==> src/rtl/mod_exp_ctrl.sv <==
// mod_exp_ctrl: drives the shared mon_prod Montgomery multiplier through a
// full left-to-right square-and-multiply modular exponentiation.
//
// The host preloads x_bar = R mod n at mon_prod address 0 and M_bar at
// address 2, then pulses go. For each exponent bit this block issues one
// squaring (OPXX), followed by one multiply (OPXM) if the bit is set. A final
// OPX1 takes the result out of the Montgomery domain. The result is left at
// mon_prod address 0, and done pulses for one cycle.
//
// Optional build macro: MODEXP_SKIP_LZ_EN
//   When defined, leading zero exponent bits below exp_len are skipped. The
//   start index comes from a same-cycle priority encoder. Squaring x_bar = R
//   gives R again, so skipping those bits does not change the result.
//   When undefined, every bit from exp_len-1 down to 0 is processed.
//
// State table:
//   state | meaning
//   IDLE  | waiting for go; outputs quiescent except ops_done (holds last count)
//   ISSUE | mp_start high for one cycle with the current op code
//   ACK   | mon_prod is still dropping stop; mp_stop is not looked at
//   WAIT  | op in flight; op code held; on mp_stop pick the next op or finish
//   DONE  | one-cycle done pulse, busy still high

module mod_exp_ctrl #(
  parameter int EBITS      = 256,
  parameter int LOG_EBITS  = 8,
  parameter int LOG_BITLEN = 8,
  parameter int MP_COUNT   = 256
) (
  input  logic                  clk,
  input  logic                  reset,
  input  logic                  go,
  input  logic [EBITS-1:0]      exponent,
  input  logic [LOG_EBITS:0]    exp_len,
  output logic                  mp_start,
  output logic [1:0]            mp_op_code,
  output logic [LOG_BITLEN:0]   mp_count,
  input  logic                  mp_stop,
  output logic                  busy,
  output logic                  done,
  output logic [LOG_EBITS+1:0]  ops_done
);

  localparam logic [1:0] OPXX = 2'd0;
  localparam logic [1:0] OPXM = 2'd1;
  localparam logic [1:0] OPX1 = 2'd2;

  typedef enum logic [2:0] {
    S_IDLE  = 3'd0,
    S_ISSUE = 3'd1,
    S_ACK   = 3'd2,
    S_WAIT  = 3'd3,
    S_DONE  = 3'd4
  } state_t;

  state_t                state;
  logic [EBITS-1:0]      exp_q;
  logic [LOG_EBITS-1:0]  idx;

  logic [LOG_EBITS:0]    len_clamp;
  logic [LOG_EBITS-1:0]  start_idx;
  logic [1:0]            start_op;

  logic [LOG_EBITS-1:0]  next_idx;
  logic [1:0]            next_op;
  logic                  finish;
  logic                  cur_bit;

  // The iteration count handed to mon_prod never changes.
  assign mp_count = (LOG_BITLEN+1)'(MP_COUNT);

  // Clamp the requested length so that idx never points past the exponent.
  always_comb begin
    len_clamp = exp_len;
    if (exp_len > (LOG_EBITS+1)'(EBITS))
      len_clamp = (LOG_EBITS+1)'(EBITS);
  end

`ifdef MODEXP_SKIP_LZ_EN
  logic                  lz_found;
  logic [LOG_EBITS-1:0]  lz_idx;

  // Priority encoder: the highest set exponent bit below the clamped length.
  // The loop runs upward, so the last hit wins.
  always_comb begin
    lz_found = 1'b0;
    lz_idx   = '0;
    for (int i = 0; i < EBITS; i++) begin
      if (exponent[i] && ((LOG_EBITS+1)'(i) < len_clamp)) begin
        lz_found = 1'b1;
        lz_idx   = LOG_EBITS'(i);
      end
    end
  end

  // A zero exponent in range behaves like exp_len = 0: only the OPX1 op runs.
  always_comb begin
    start_op  = lz_found ? OPXX : OPX1;
    start_idx = lz_found ? lz_idx : '0;
  end
`else
  // Start at the top processed bit. idx is a don't-care when exp_len is 0.
  always_comb begin
    start_op  = (len_clamp != '0) ? OPXX : OPX1;
    start_idx = LOG_EBITS'(len_clamp - (LOG_EBITS+1)'(1));
  end
`endif

  assign cur_bit = exp_q[idx];

  // Choose the op that follows the one just completed.
  always_comb begin
    next_op  = OPX1;
    next_idx = idx;
    finish   = 1'b0;
    case (mp_op_code)
      OPXX: begin
        if (cur_bit) begin
          next_op = OPXM;
        end else if (idx == '0) begin
          next_op = OPX1;
        end else begin
          next_op  = OPXX;
          next_idx = idx - LOG_EBITS'(1);
        end
      end
      OPXM: begin
        if (idx == '0) begin
          next_op = OPX1;
        end else begin
          next_op  = OPXX;
          next_idx = idx - LOG_EBITS'(1);
        end
      end
      default: finish = 1'b1;
    endcase
  end

  // Sequencer FSM. All outputs are registered.
  always_ff @(posedge clk) begin
    if (reset) begin
      state      <= S_IDLE;
      mp_start   <= 1'b0;
      mp_op_code <= OPXX;
      busy       <= 1'b0;
      done       <= 1'b0;
      ops_done   <= '0;
      idx        <= '0;
      exp_q      <= '0;
    end else begin
      case (state)
        S_IDLE: begin
          if (go) begin
            exp_q      <= exponent;
            ops_done   <= '0;
            busy       <= 1'b1;
            idx        <= start_idx;
            mp_op_code <= start_op;
            mp_start   <= 1'b1;
            state      <= S_ISSUE;
          end
        end
        S_ISSUE: begin
          mp_start <= 1'b0;
          ops_done <= ops_done + (LOG_EBITS+2)'(1);
          state    <= S_ACK;
        end
        S_ACK: begin
          // mon_prod still shows the stale stop level during this cycle.
          state <= S_WAIT;
        end
        S_WAIT: begin
          if (mp_stop) begin
            if (finish) begin
              done  <= 1'b1;
              state <= S_DONE;
            end else begin
              mp_op_code <= next_op;
              idx        <= next_idx;
              mp_start   <= 1'b1;
              state      <= S_ISSUE;
            end
          end
        end
        S_DONE: begin
          done  <= 1'b0;
          busy  <= 1'b0;
          state <= S_IDLE;
        end
        default: begin
          mp_start <= 1'b0;
          done     <= 1'b0;
          busy     <= 1'b0;
          state    <= S_IDLE;
        end
      endcase
    end
  end

endmodule

==> config.mk <==
export PLATFORM = sky130hd
export DESIGN_NAME = mod_exp_ctrl
export DESIGN_NICKNAME = d
export VERILOG_FILES = /design/src/rtl/mod_exp_ctrl.sv
export SDC_FILE = /design/constraint.sdc
export NUM_CORES = 1
export LEC_CHECK = 0
export CAP_MARGIN = 40
export CORE_MARGIN = 3
export CORE_UTILIZATION = 43
export CTS_CLUSTER_SIZE = 30
export DETAILED_ROUTE_END_ITERATION = 6
export PLACE_DENSITY = 0.7
export SETUP_SLACK_MARGIN = 0.5
export SLEW_MARGIN = 20
export SYNTH_ARGS = -nofsm -noshare
export SYNTH_HDL_FRONTEND = slang
export SYNTH_SLANG_ARGS = --single-unit
==> constraint.sdc <==
create_clock -name clk -period 3.44 [get_ports clk]
set_clock_uncertainty 0.15 [all_clocks]
set_input_delay 0.688 -clock clk [delete_from_list [all_inputs] [get_ports clk]]
set_output_delay 0.688 -clock clk [all_outputs]
set_load 0.02 [all_outputs]
==> flow_summary.ini <==
[floorplan]
io_pins = 293
floorplan.initialDensity = 0.439
die_area_sq_um = 31600
coreArea_sq_um = 28900
die_x_microns = 178
fp.dieH_microns = 178
placementRows = 62

[logic_synthesis]
synthTopCellsByArea = dfxtp_1 45%, nand2_1 16%, a21oi_1 11%
synth_edf_count = 0
synth-async-reset-ratio = 0
syn_area_sq_um = 12700
yosysWarnings = 0
synth_cells = 1507
ys_types = 67
ys_ff_latch = 282
yosysMostFrequentCell = nand2_1
synth_top_area_frac = 0.445
yosys-top-cells-count = 536 x nand2_1, 282 x dfxtp_1, 269 x a21oi_1
synthFlopType = dfxtp_1
synth_seq_area_share = 0.445
yosysTopAreaCell = dfxtp_1
post_synth.cell_area_avg_sq_um = 8.41

[place]
port_buffers = 283
place_hpwl_mm = 25.2
gp_congestion = 0.981
place_inst = 2081
place_ws_ps = 296
detailed_place.area_sq_um = 15700

[timing]
period_needed_ps = 2870
max_slew.worst_pin.slew_ps = 684
slew_headroom = 0.544
hold_viol = 0
finalCritPeriodShare = 0.835
rsz0062_at_grt = true
finalSetupViolCount = 0
finalWorstSetupSlack_ps = 568
max_freq_mhz = 348
setup_tns_ps = 0
drv_slew = 0

[setup_path]
cp_cell_sequence = buf_12, clkbuf_16, mux2_2, a222oi_1, a221o_1, nand4_1, a22oi_4, o31ai_4, buf_12, mux2_4
rr_worst_depth = 10
required_ps = 3720
critical_path_depth = 10
path_max_fanout = 12
startpoint_type = flip-flop
cp-end-kind = flip-flop
criticalPathCategory = flip-flop to flip-flop
critPathMostFrequentCell = buf_12
cp.arrival_ps = 3150
crit_slowest_cell = dfxtp_4
slowest_delay_ps = 410
crit_family = compound AO/OA/AOI/OAI gates
critPathBufInv = 3

[routing]
drtIter0Drc = 942
avgRoutedWirePerCell_microns = 17.1
firstDrtPassIters = 5
postRouteAntennaNets = 0
routed_wl_mm = 36.7
avgViaCountPerCell = 5.28
drc = 0
num_vias = 11300

[clock_tree]
clkTransAtPathRegs_ps = 50
cts_made_buffers = 30
clk_latency_ps = 550
cts_root_buf = clkbuf_16
h-tree-depth = 1
cts_tree = yes
cts_sinks = 282
clockBufferDepth = 3

[layout]
area_growth_pct = 33.6
final_layout_size_suffix_gt1_frac = 0.0832
utilization = 0.587
filler_cell_count = 2551
fin_cells = 2150
nets = 2016
antenna_cells = 0
design_area_sq_um = 16900

[global_route]
gr-total-overflow = 0
grt_max_degree = 133
antenna_found_initial = 1
grt_pass1_vias = 11000
grt_first_pass_wirelength_mm = 57.1
gr-usage-all-layers = 0.223

[flow_run]
maxCapViolations = 0

[hold_path]
holdPathStages = 2
hold_class = flip-flop to flip-flop

[power]
power_density_nw_per_um2 = 514
vdd_drop_max_mv = 0.406
leakage_nw = 6.25

[outcome]
status = complete, no violations
-- layer usage --
metal / global-route usage / up-vias / routed length [microns]
met2: 0.383 / 364 / 17700
li1: - / 5604 / -
met3: 0.0389 / 67 / 2480
met1: 0.291 / 5312 / 15600
met5: 0 / - / 13
met4: 0.0579 / 2 / 978
-- through the flow --
step | total power [mW] | hold slack (ps)
2_1_floorplan | 4.82 | 282
3_3_place_gp | 5.45 | 288
3_5_place_dp | 5.49 | 293
4_1_cts | 8.68 | 300
5_1_grt | 9.10 | 318
6_report | 8.70 | 299
-- layout by cell type (no fill, tap or decap), types with 3 or more instances in the layout --
master | netlist | final
a21oi_1 | 269 | 269
a22oi_1 | 20 | 20
a311oi_1 | 4 | 4
a31oi_1 | 7 | 7
a41oi_1 | 3 | 3
and3_1 | 8 | 8
buf_12 | 4 | 9
buf_16 | 0 | 4
buf_4 | 11 | 28
clkbuf_1 | 93 | 10
clkbuf_16 | 0 | 33
clkbuf_8 | 0 | 7
clkdlybuf4s50_1 | 0 | 282
clkinv_2 | 0 | 4
conb_1 | 2 | 9
dfxtp_1 | 282 | 279
inv_1 | 8 | 8
mux2_2 | 10 | 10
mux2_4 | 3 | 3
mux2i_1 | 39 | 35
mux2i_2 | 0 | 4
mux4_1 | 27 | 27
mux4_2 | 24 | 24
nand2_1 | 536 | 536
nand3_1 | 14 | 14
nand3b_1 | 3 | 3
nor2_1 | 42 | 41
nor2b_1 | 10 | 10
nor3_1 | 4 | 4
o211ai_1 | 4 | 4
o21ai_0 | 10 | 10
xnor2_1 | 3 | 3
-- final cells by class --
| type | instances | area [sq um] | area share |
|---|---|---|---|
| tap | 384 | 480 | 0.0284 |
| timing repair buffer | 326 | 3390 | 0.200 |
| sequential | 282 | 5650 | 0.334 |
| clock buffer | 48 | 921 | 0.0544 |
| clock inverter | 5 | 50.0 | 0.00296 |
| inverter | 9 | 33.8 | 0.00199 |
| multi-input combinational | 1096 | 6400 | 0.378 |
-- cells by family (layout without fill, tap and decap cells) --
kind of cell,count (synthesis),after routing,synth area share
muxes,103,103,0.142
DFF,282,282,0.445
AOI/OAI and AO/OA,341,341,0.153
adders and majority gates,2,2,0.00197
xor gates and xnor gates,3,3,0.00207
and+or+nand+nor,638,638,0.201
other,2,9,0.000592
buffers and inverters,136,388,0.0538
-- final timing paths --
| check | to | from | slack (ps) |
|---|---|---|---|
| setup / recovery | idx[1]$_SDFFE_PP0P_ | idx[0]$_SDFFE_PP0P_ | 570 |
| hold / removal | exp_q[27]$_SDFFE_PP0P_ | exp_q[27]$_SDFFE_PP0P_ | 300 |
| setup reg to reg | idx[1]$_SDFFE_PP0P_ | idx[0]$_SDFFE_PP0P_ | 570 |
| hold reg to reg | exp_q[27]$_SDFFE_PP0P_ | exp_q[27]$_SDFFE_PP0P_ | 300 |
-- sequential cells by signal (all words and copies together) (netlist names) --
register and flops:
exp_q 256, ops_done 10, idx 8, state 3, mp_op_code 2, busy 1, done 1, mp_start 1
-- power breakdown --
group	total [mW]	switching [mW]	internal (mW)
Clock	3.15	1.26	1.89
Combinational	1.87	0.947	0.924
Sequential	3.68	0.163	3.52
Total	8.70	2.37	6.33
-- repair_timing --
item	4_1_cts	5_1_grt
setup buffers	0	13
setup endpoints to repair	3	5
pin swaps	0	4
cloned	2	1
hold buffers	0	0
gates resized for setup	4	5
-- worst min-delay path: stages (launching register included) --
cell	delay, ps
dfxtp_1	300
nand2_1	50
a21oi_1	50
No activity file was read; power rests on OpenSTA's default activity.
